<file path="src/rtl/ins_fetch_pkg.sv">
// Shared definitions for the instruction fetch stage: PC update modes, FSM states, default NOP word.
package ins_fetch_pkg;

    localparam logic [1:0] PC_CTRL_INC  = 2'b00;
    localparam logic [1:0] PC_CTRL_JMP  = 2'b01;
    localparam logic [1:0] PC_CTRL_REL  = 2'b10;
    localparam logic [1:0] PC_CTRL_HOLD = 2'b11;

    localparam logic [15:0] NOP_WORD_DEFAULT = 16'h0000;

    typedef enum logic [1:0] {
        ST_IDLE = 2'd0,
        ST_REQ  = 2'd1,
        ST_RESP = 2'd2
    } fetch_state_e;

endpackage

</file>
<file path="src/rtl/ins_fetch_if.sv">
// Instruction-memory read port: request/acknowledge handshake between fetch stage and memory.
interface ins_fetch_if #(
    parameter int unsigned DWIDTH = 16,
    parameter int unsigned AWIDTH = 8
);
    logic [AWIDTH-1:0] mem_addr;
    logic              mem_rd;
    logic [DWIDTH-1:0] mem_rdata;
    logic              mem_ack;

    modport master (
        output mem_addr,
        output mem_rd,
        input  mem_rdata,
        input  mem_ack
    );

    modport slave (
        input  mem_addr,
        input  mem_rd,
        output mem_rdata,
        output mem_ack
    );
endinterface

</file>
<file path="src/rtl/ins_fetch_pc_reg.sv">
// Program counter register with increment / absolute jump / relative branch / hold update.
module pc_reg
    import ins_fetch_pkg::*;
#(
    parameter int unsigned AWIDTH = 8
) (
    input  logic              clk,
    input  logic              rst,
    input  logic              en_pc_pulse_i,
    input  logic [1:0]        pc_ctrl_i,
    input  logic [7:0]        offset_addr_i,
    output logic [AWIDTH-1:0] pc_o
);

    logic [AWIDTH-1:0] pc_q;
    logic [AWIDTH-1:0] pc_d;
    logic [AWIDTH-1:0] off_zext;
    logic [AWIDTH-1:0] off_sext;

    assign off_zext = AWIDTH'(offset_addr_i);
    assign off_sext = AWIDTH'($signed(offset_addr_i));

    // All updates wrap modulo 2^AWIDTH through natural truncation of the sum.
    always_comb begin
        pc_d = pc_q;
        if (en_pc_pulse_i) begin
            case (pc_ctrl_i)
                PC_CTRL_INC: pc_d = pc_q + AWIDTH'(1);
                PC_CTRL_JMP: pc_d = off_zext;
                PC_CTRL_REL: pc_d = pc_q + off_sext;
                default:     pc_d = pc_q;
            endcase
        end
    end

    always_ff @(posedge clk) begin
        if (rst) begin
            pc_q <= '0;
        end else begin
            pc_q <= pc_d;
        end
    end

    assign pc_o = pc_q;

endmodule

</file>
<file path="src/rtl/ins_fetch.sv">
// Instruction fetch stage: owns the PC and performs req/ack reads of instruction memory.
// Optional macro IF_TIMEOUT_EN aborts a stalled read after TIMEOUT cycles and returns NOP_WORD.
module ins_fetch
    import ins_fetch_pkg::*;
#(
    parameter int unsigned       DWIDTH   = 16,
    parameter int unsigned       AWIDTH   = 8,
    parameter int unsigned       TIMEOUT  = 15,
    parameter logic [DWIDTH-1:0] NOP_WORD = DWIDTH'(NOP_WORD_DEFAULT)
) (
    input  logic              clk,
    input  logic              rst,
    input  logic              en_ram_in,
    input  logic              en_pc_pulse,
    input  logic [1:0]        pc_ctrl,
    input  logic [7:0]        offset_addr,
    ins_fetch_if.master       mem,
    output logic [DWIDTH-1:0] ins,
    output logic              en_ram_out,
    output logic [AWIDTH-1:0] pc,
    output logic              busy,
    output logic              fetch_err
);

    if (AWIDTH < 8 || TIMEOUT < 1 || $bits(NOP_WORD) != DWIDTH) begin : g_bad_cfg
        $error("ins_fetch: AWIDTH must be >= 8 and TIMEOUT >= 1");
    end

    fetch_state_e      state_q, state_d;
    logic [AWIDTH-1:0] mem_addr_q, mem_addr_d;
    logic [DWIDTH-1:0] ins_q, ins_d;
    logic              err_q, err_d;

`ifdef IF_TIMEOUT_EN
    localparam int unsigned CW = $clog2(TIMEOUT + 1);
    logic [CW-1:0] tmo_q, tmo_d;
`endif

    pc_reg #(
        .AWIDTH(AWIDTH)
    ) u_pc_reg (
        .clk          (clk),
        .rst          (rst),
        .en_pc_pulse_i(en_pc_pulse),
        .pc_ctrl_i    (pc_ctrl),
        .offset_addr_i(offset_addr),
        .pc_o         (pc)
    );

    // mem_addr samples the pre-update pc, so a same-cycle PC pulse does not leak into the fetch.
    always_comb begin
        state_d    = state_q;
        mem_addr_d = mem_addr_q;
        ins_d      = ins_q;
        err_d      = err_q;
`ifdef IF_TIMEOUT_EN
        tmo_d      = '0;
`endif
        if (en_ram_in && state_q != ST_IDLE) begin
            err_d = 1'b1;
        end
        case (state_q)
            ST_IDLE: begin
                if (en_ram_in) begin
                    mem_addr_d = pc;
                    state_d    = ST_REQ;
                end
            end
            ST_REQ: begin
                if (mem.mem_ack) begin
                    ins_d   = mem.mem_rdata;
                    state_d = ST_RESP;
                end
`ifdef IF_TIMEOUT_EN
                else if (tmo_q == CW'(TIMEOUT - 1)) begin
                    ins_d   = NOP_WORD;
                    err_d   = 1'b1;
                    state_d = ST_RESP;
                end else begin
                    tmo_d = tmo_q + CW'(1);
                end
`endif
            end
            ST_RESP: state_d = ST_IDLE;
            default: state_d = ST_IDLE;
        endcase
    end

    always_ff @(posedge clk) begin
        if (rst) begin
            state_q    <= ST_IDLE;
            mem_addr_q <= '0;
            ins_q      <= '0;
            err_q      <= 1'b0;
`ifdef IF_TIMEOUT_EN
            tmo_q      <= '0;
`endif
        end else begin
            state_q    <= state_d;
            mem_addr_q <= mem_addr_d;
            ins_q      <= ins_d;
            err_q      <= err_d;
`ifdef IF_TIMEOUT_EN
            tmo_q      <= tmo_d;
`endif
        end
    end

    assign mem.mem_addr = mem_addr_q;
    assign mem.mem_rd   = (state_q == ST_REQ);
    assign ins          = ins_q;
    assign en_ram_out   = (state_q == ST_RESP);
    assign busy         = (state_q != ST_IDLE);
    assign fetch_err    = err_q;

endmodule

</file>
<file path="src/flat_wrapper.sv">
// flat-port wrapper written by rule: the top's interface ports become plain ports
module ins_fetch_flat import ins_fetch_pkg::*;
#(
    parameter int unsigned       DWIDTH   = 16,
    parameter int unsigned       AWIDTH   = 8,
    parameter int unsigned       TIMEOUT  = 15,
    parameter logic [DWIDTH-1:0] NOP_WORD = DWIDTH'(NOP_WORD_DEFAULT)
)
  (clk, rst, en_ram_in, en_pc_pulse, pc_ctrl, offset_addr, ins, en_ram_out, pc, busy, fetch_err, mem_mem_addr, mem_mem_rd, mem_mem_rdata, mem_mem_ack);
  ins_fetch_if #(.DWIDTH(DWIDTH), .AWIDTH(AWIDTH)) mem_i ();
  input  logic clk;
  input  logic rst;
  input  logic en_ram_in;
  input  logic en_pc_pulse;
  input  logic [1:0] pc_ctrl;
  input  logic [7:0] offset_addr;
  output logic [DWIDTH-1:0] ins;
  output logic en_ram_out;
  output logic [AWIDTH-1:0] pc;
  output logic busy;
  output logic fetch_err;
  output wire logic [$bits(mem_i.mem_addr)-1:0] mem_mem_addr;
  output wire logic [$bits(mem_i.mem_rd)-1:0] mem_mem_rd;
  input wire logic [$bits(mem_i.mem_rdata)-1:0] mem_mem_rdata;
  input wire logic [$bits(mem_i.mem_ack)-1:0] mem_mem_ack;
  assign mem_mem_addr = mem_i.mem_addr;
  assign mem_mem_rd = mem_i.mem_rd;
  assign mem_i.mem_rdata = mem_mem_rdata;
  assign mem_i.mem_ack = mem_mem_ack;
  ins_fetch #(.DWIDTH(DWIDTH), .AWIDTH(AWIDTH), .TIMEOUT(TIMEOUT), .NOP_WORD(NOP_WORD)) u_core (.clk(clk), .rst(rst), .en_ram_in(en_ram_in), .en_pc_pulse(en_pc_pulse), .pc_ctrl(pc_ctrl), .offset_addr(offset_addr), .mem(mem_i), .ins(ins), .en_ram_out(en_ram_out), .pc(pc), .busy(busy), .fetch_err(fetch_err));
endmodule
</file>
<file path="config.mk">
export PLATFORM = sky130hd
export DESIGN_NAME = ins_fetch_flat
export DESIGN_NICKNAME = d
export VERILOG_FILES = /design/src/rtl/ins_fetch_pkg.sv /design/src/rtl/ins_fetch_if.sv /design/src/rtl/ins_fetch_pc_reg.sv /design/src/rtl/ins_fetch.sv /design/src/flat_wrapper.sv
export SDC_FILE = /design/constraint.sdc
export NUM_CORES = 1
export LEC_CHECK = 0
export BUFFER_PORTS_ARGS = -buffer_cell sky130_fd_sc_hd__clkbuf_2
export CAP_MARGIN = 40
export CORE_ASPECT_RATIO = 1.5
export CORE_MARGIN = 2
export CORE_UTILIZATION = 50
export CTS_CLUSTER_DIAMETER = 60
export DETAILED_ROUTE_END_ITERATION = 8
export PLACE_DENSITY = 0.82
export SLEW_MARGIN = 15
export SYNTH_ARGS = -nofsm -noshare
export SYNTH_HDL_FRONTEND = slang
export SYNTH_HIERARCHICAL = 1
export SYNTH_SLANG_ARGS = --single-unit
</file>
<file path="constraint.sdc">
create_clock -name clk -period 2.6 [get_ports clk]
set_input_delay 0 -clock clk [delete_from_list [all_inputs] [get_ports clk]]
set_output_delay 0 -clock clk [all_outputs]
set_load 0.05 [all_outputs]
</file>
Yosys cells after proc, flatten, opt, wreduce, memory -nomap -nowiden
Cells that the tools add are included.
{"block": "word_totals", "reg_bits": 35, "output_inout_bits": 36, "word_cells": 26}
{"block": "op_classes", "addsub": 2, "n_eq_ne": 6, "muxes": 4, "reduce_logical": 9}
{"cell": "one-hot mux 8 bit (3 select lines)", "count": 1}
{"cell": "adder 8 x 1 -> 8 bit (second input constant)", "count": 1}
{"cell": "adder 8 bit", "count": 1}
{"cell": "AND reduction 2 bit", "count": 4}
{"cell": "equality test 2 x 1 -> 1 bit (second input constant)", "count": 2}
{"cell": "equality test 2 bit (second input constant)", "count": 2}
{"cell": "logical NOT 2 bit", "count": 2}
{"cell": "2-to-1 mux 2 bit", "count": 2}
{"cell": "one-hot mux 2 bit (2 select lines)", "count": 1}
{"cell": "nonzero test 3 bit", "count": 1}
{"cell": "!= test 2 x 1 -> 1 bit (second input constant)", "count": 1}
{"cell": "!= test 2 bit (second input constant)", "count": 1}
{"cell": "nonzero test 2 bit", "count": 1}
{"cell": "logical AND 1 bit", "count": 1}

Longest topological paths before layout
Gate-level depths: netlist of run 1.
{"block": "logic_depth", "ltp_word": 3, "ltp_mapped": 10}

By module
Netlist of run 1, hierarchy kept.
{"mod": "ins_fetch", "n_inst": 1, "cells_each": 118, "area_each_um2": 1204.9, "seq_area_each_um2": 540.5}
{"mod": "pc_reg", "n_inst": 1, "cells_each": 95, "area_each_um2": 769.5, "seq_area_each_um2": 160.2}

Least setup slack after synthesis of run 1
Ideal clock, no wire load.
{"block": "synth_path", "path_type": "reg2reg", "start": "reg u_core.u_pc_reg.pc_q[0], in the netlist u_core/u_pc_reg/pc_o[0]", "end": "reg u_core.u_pc_reg.pc_q[4], in the netlist u_core/u_pc_reg/pc_o[4]", "arrival_ns": 2.248, "path_slack_ns": 0.264, "stages_incl_launch_ff": 9, "n_path_buf": 0, "path_cell_list": "dfxtp_1 -> ha_1 -> inv_1 -> fa_1 -> nor2b_4 -> o21a_1 -> nor3_1 -> or3b_1 -> a311oi_2"}
{"block": "synth_via", "elab_chain_len": 2, "elab_cells_between_ends": 3}
{"element": "from (decl)", "line": "ins_fetch_pc_reg.sv:15", "rtl": "logic [AWIDTH-1:0] pc_q;"}
{"element": "from (signal assigned)", "line": "ins_fetch_pc_reg.sv:40", "rtl": "pc_q <= pc_d;"}
{"element": "adder 8 bit or adder 8 x 1 -> 8 bit (tied branches)", "line": "ins_fetch_pc_reg.sv:30, ins_fetch_pc_reg.sv:28"}
{"element": "one-hot mux 8 bit (3 select lines) *", "line": "ins_fetch_pc_reg.sv:27", "rtl": "case (pc_ctrl_i)"}
Mark *: on every way between the ends. The rest lies on a longest branch, timed or not.
A chain may end at the register's enable or synchronous reset.

Final worst setup path of run 1
{"block": "layout_path", "start": "in offset_addr[0]", "end": "reg u_core.u_pc_reg.pc_q[4], in the netlist u_core/u_pc_reg/pc_o[4]"}
{"block": "layout_via", "elab_chain_len": 2}
{"element": "from (decl)", "line": "flat_wrapper.sv:16", "rtl": "input logic [7:0] offset_addr;"}
{"element": "adder 8 bit", "line": "ins_fetch_pc_reg.sv:30", "rtl": "PC_CTRL_REL: pc_d = pc_q + off_sext;"}
{"element": "one-hot mux 8 bit (3 select lines)", "line": "ins_fetch_pc_reg.sv:27"}
No other way between the ends.

==> impl_metrics.toml, run 1 <==
[clocking]
insertion_delay_ns = 0.28
postCtsSetupBuffers = 0
cts.sinks = 35
cts_inserted_buffers = 5
clockBufferDepth = 2
cts_tree = "built"
h-tree-depth = 2
cts.clk_slew.worst_paths_ns = 0.07
cts-root-buf = "clkbuf_8"

[layout]
multi_input_area_mm2 = 0.001174
drive_above_1_share = 0.2791
n_antenna_cell = 0
layout_common_cells = "clkbuf_2 (66), nand2b_1 (51), dfxtp_1 (35), mux2i_1 (25), dlygate4sd3_1 (22)"
fillers = 328
mostFrequentLayoutCell = "clkbuf_2"
regArea_um2 = 700.7
final_nets = 340
area_growth_pct = 32.38

[floorplanning]
die_w_um = 55.31
core_mm2 = 0.003854
start_util = 0.5123
dieArea_mm2 = 0.004478
dieHeight_um = 80.96
row_count = 28
boundaryPins = 67

[global_routing]
track_usage = 0.1940
grt_pass1_wl_mm = 7.003
grt_overflow = 0
antenna_found_initial = 0
grt_max_degree = 33
grt_pass1_vias = 1711

[yosys]
yosysUniqueCellTypes = 42
avgSynthCellArea_um2 = 9.269
synth.area.top_cells = "dfxtp_1 (35%), nand2b_1 (16%), mux2i_1 (13%)"
syn_nets = 252
ys_ff_latch = 35
synth_area_leader_cell = "dfxtp_1"
yosysTopAreaCellShare = 0.3549
syn_inst = 213
ys_seq_area_frac = 0.3549
netlist_area_mm2 = 0.001974
yosysWarnings = 6

[sta]
whs_ns = 0.01930
finalHoldViolCount = 0
worst_pin_slew_ns = 0.4831
worst_clock_skew_ns = 0.004157
fmax_mhz = 476.4
finalSetupViolCount = 0
tns_ns = 0
maxSlewViolCount = 0
slew_headroom = 0.6760
min_period_ns = 2.099
rsz0062_at_grt = "no"
fin_crit_sh = 0.8073

[routing]
ant_nets = 0
drtIter0Drc = 56
wire_per_inst_um = 12.40
drc = 0
vias_per_cell = 5.145
dr.pass1.iters = 4
routed_wl_mm = 4.290
num_vias = 1780

[critical_path]
cp_slowest_cell = "dlygate4sd3_1"
slowest_delay_ns = 0.52
critPathArrivalTime_ns = 2.29
worst_setup_path_end_kind = "register"
cp_cell_sequence = "dlygate4sd3_1, clkbuf_2, nand2b_1, ha_1, inv_1, fa_1, nor2b_4, o21a_1, nor3_1, or3b_1, a311oi_2"
start_kind = "primary input"
worst-path-max-fanout = 3
crit_family = "buffers and inverters"
crit_required_ns = 2.80
critical_path_class = "primary input to register"
cp_num_buf_inv = 3

[place]
place_congestion = 0.7686
hpwl_mm = 3.014
io_buffers = 66

[job]
max-cap-violations = 0

[power_and_ir_drop]
vdd_drop_max_uv = 296.4
p_leak_nw = 1.161
pwr_density_cell_mw_per_mm2 = 512.9

[hold_path]
hp-class = "primary input to register"

[run_status]
status = "completed"
-- power breakdown --
| group | internal, mW | switching [mW] | total, mW |
|---|---|---|---|
| registers | 0.567 | 0.0245 | 0.591 |
| clock network | 0.208 | 0.175 | 0.383 |
| logic | 0.142 | 0.225 | 0.367 |
| total | 0.916 | 0.425 | 1.34 |
-- logic make-up (layout without fill, tap and decap cells) --
family	after synthesis	in the layout	synth area share
compound gates	30	30	0.1109
flops	35	35	0.3549
fa+ha+maj	8	8	0.05450
buf+inv	15	103	0.05069
xor+xnor	2	2	0.008874
mux	25	25	0.1267
simple gates	98	98	0.2934
-- metal layers --
| layer | up-vias | global-route usage | routed length [um] |
|---|---|---|---|
| met3 | 6 | 0.05096 | 245 |
| met4 | 0 | 0.08537 | 72 |
| met1 | 818 | 0.1820 | 1742 |
| li1 | 899 | - | - |
| met2 | 57 | 0.3881 | 2229 |
| met5 | - | 0 | 0 |
-- metrics by stage --
step | setup slack, ns | area, um^2 | instances | total power, mW | utilization
final | 0.5010 | 2614 | 346 | 1.341 | 0.6782
after global routing | 0.3945 | 2614 | 346 | 1.410 | 0.6782
after CTS | 0.5113 | 2614 | 346 | 1.355 | 0.6782
after detailed placement | 0.3755 | 2306 | 317 | 0.9429 | 0.5984
after global placement | 0.4390 | 2306 | 317 | 0.9368 | 0.5984
after floorplan | 0.2642 | 1974 | 213 | 0.8630 | -
-- worst paths after layout --
check | startpoint | end | slack [ns] | cells past startpoint
max | offset_addr[0] | u_core/u_pc_reg/pc_o[4]$_SDFFE_PP0P_ | 0.50 | 11
min | mem_mem_rdata[12] | u_core/ins[12]$_SDFFE_PP0P_ | 0.02 | 3
max reg2reg | u_core/u_pc_reg/pc_o[0]$_SDFFE_PP0P_ | u_core/u_pc_reg/pc_o[4]$_SDFFE_PP0P_ | 0.52 | 8
min reg2reg | u_core/fetch_err$_SDFFE_PP0P_ | u_core/fetch_err$_SDFFE_PP0P_ | 0.44 | 2
-- cells in the mapped netlist --
cell and instances:
a311oi_1 3, or2_2 1, o21a_1 1, mux2i_1 25, o21ai_0 1, or3b_1 1
and3b_1 1, a211oi_1 3, dfxtp_1 35, buf_6 3, a31oi_1 1, nor3_1 6
a2111oi_0 2, and2b_2 1, nor2b_1 5, a21oi_1 8, nor2_1 11, buf_4 1
buf_12 1, a311oi_2 1, nor3b_1 2, nand2_1 9, o211ai_1 3, xor2_1 1
o311a_1 1, clkbuf_1 5, ha_1 7, nand3b_1 2, buf_2 1, fa_1 1
and2_1 5, inv_1 4, xnor2_1 1, and2b_1 1, a21boi_2 1, nand2b_1 51
o21ai_1 2, nor2b_2 1, nor2b_4 1, o21ai_2 1, a21o_1 1, o2bb2ai_1 1
-- flip-flops by register name (all words and copies together), names as in the netlist --
| signal | count |
|---|---|
| u_core/fetch_err | 1 |
| u_core/ins | 16 |
| u_core/mem.mem_addr | 8 |
| u_core/state_q | 2 |
| u_core/u_pc_reg/pc_o | 8 |
-- worst min-delay path, stage by stage --
cell and delay (ns):
clkbuf_2 0.09, nand2b_1 0.08, mux2i_1 0.07
-- cell type report --
class                   count  share of cell area
clock buffers               6             0.03159
clock inverters             1            0.001915
inverters                   4            0.005744
multi-input cells         163              0.4490
flip-flops and latches     35              0.2681
well taps                  45             0.02154
repair buffers             92              0.2221
-- repair_timing --
| item | 4_1_cts | 5_1_grt |
|---|---|---|
| endpoints found under the hold margin | 21 | 0 |
| resized for setup | 0 | 0 |
| setup endpoints to repair | 0 | 0 |
| hold buffers | 22 | 0 |
No activity file was read; power rests on OpenSTA's default activity.
==> inputs of run 2 (changes only) <==
Clock period 2.6 ns to 2.15 ns, I/O delays scaled along.
==> impl_metrics.toml, run 2 (synthesis gave the netlist of run 1 again) <==
[run_status]
status = "completed"

[sta]
finalHoldViolCount = 0
worst_pin_slew_ns = 0.6841
fin_crit_sh = 0.9493
setup_ws_ns = 0.1089
fmax_mhz = 489.9
whs_ns = 0.01175
rsz0062_at_grt = "no"
min_period_ns = 2.041
slew_headroom = 0.5440
tns_ns = 0
worst_clock_skew_ns = 0.004348
finalSetupViolCount = 0
maxSlewViolCount = 0

[clocking]
cts.sinks = 35
clockBufferDepth = 2
cts_inserted_buffers = 5
insertion_delay_ns = 0.28
h-tree-depth = 2
cts.clk_slew.worst_paths_ns = 0.07
cts-root-buf = "clkbuf_8"
cts_tree = "built"
postCtsSetupBuffers = 0

[place]
dp.cells = 321
place_congestion = 0.7939
hpwl_mm = 3.049
placed_area_mm2 = 0.002338
dpl_worst_slack_ns = 0.09212
io_buffers = 66

[power_and_ir_drop]
p_total_mw = 1.686
pwr_density_cell_mw_per_mm2 = 631.0
p_leak_nw = 1.190
vdd_drop_max_uv = 578.5

[global_routing]
track_usage = 0.2007
grt_overflow = 0
antenna_found_initial = 0
grt_max_degree = 46
grt_pass1_wl_mm = 7.176
grt_pass1_vias = 1700

[layout]
area_growth_pct = 35.30
mostFrequentLayoutCell = "clkbuf_2"
n_antenna_cell = 0
largest_register_ffs = 16
instances_no_fill = 352
final_nets = 345
drive_above_1_share = 0.2964
fin_area_mm2 = 0.002671
final_util = 0.6932
layout_common_cells = "clkbuf_2 (66), nand2b_1 (51), dfxtp_1 (33), mux2i_1 (25), dlygate4sd3_1 (23)"
regArea_um2 = 703.2
fillers = 316
multi_input_area_mm2 = 0.001176

[routing]
dr.pass1.iters = 4
drtIter0Drc = 53
drc = 0
vias_per_cell = 5.074
routed_wl_mm = 4.446
num_vias = 1786
ant_nets = 0
wire_per_inst_um = 12.63

[critical_path]
critical_path_class = "primary input to register"
crit_required_ns = 2.34
cp_cell_sequence = "dlygate4sd3_1, clkbuf_2, nand2b_1, ha_1, inv_1, fa_2, nor2b_4, o21a_1, o21ai_2, or3b_1, a311oi_2"
critPathArrivalTime_ns = 2.23
slowest_delay_ns = 0.53
worst-path-max-fanout = 3
crit_family = "buffers and inverters"
cp_slowest_cell = "dlygate4sd3_1"
cp_num_buf_inv = 3
start_kind = "primary input"
worst_setup_path_end_kind = "register"

[hold_path]
hp-class = "primary input to register"

[floorplanning]
dieArea_mm2 = 0.004478
start_util = 0.5123
row_count = 28
core_mm2 = 0.003854
boundaryPins = 67
die_w_um = 55.31
dieHeight_um = 80.96

[job]
max-cap-violations = 0
## run 2: timing repair
item,in CTS,in global routing
endpoints found under the hold margin,22,0
setup endpoints to repair,0,1
hold buffers,23,0
gates resized for setup,0,1
## run 2: worst paths after layout
path / startpoint / slack (ns) / end / cells after the start
min reg2reg: u_core/fetch_err$_SDFFE_PP0P_ / 0.45 / u_core/fetch_err$_SDFFE_PP0P_ / 2
max: offset_addr[0] / 0.11 / u_core/u_pc_reg/pc_o[4]$_SDFFE_PP0P_ / 11
max reg2reg: u_core/u_pc_reg/pc_o[0]$_SDFFE_PP0P_ / 0.23 / u_core/u_pc_reg/pc_o[4]$_SDFFE_PP0P_ / 8
min: offset_addr[4] / 0.01 / u_core/u_pc_reg/pc_o[4]$_SDFFE_PP0P_ / 3
## run 2: cell type report
| cell class | instances | area share |
|---|---|---|
| repair buffers | 97 | 0.2323 |
| well taps | 45 | 0.02108 |
| inverters | 4 | 0.005621 |
| flip-flops and latches | 35 | 0.2632 |
| clock buffers | 8 | 0.03747 |
| multi-input cells | 163 | 0.4403 |
## run 2: report_power, final
group	switching, mW	internal, mW	total (mW)
logic	0.275	0.179	0.454
clock network	0.224	0.292	0.516
registers	0.0294	0.686	0.715
## run 2: tightest hold or removal path, cell delays in order
cell      delay [ns]
clkbuf_2        0.08
nand2_1         0.07
a311oi_2        0.09
## run 2: layer usage
metal	GRT usage	part of all wire
met5	0	0
met4	0.09756	0.025
met3	0.05573	0.053
met2	0.3679	0.51
met1	0.2102	0.41
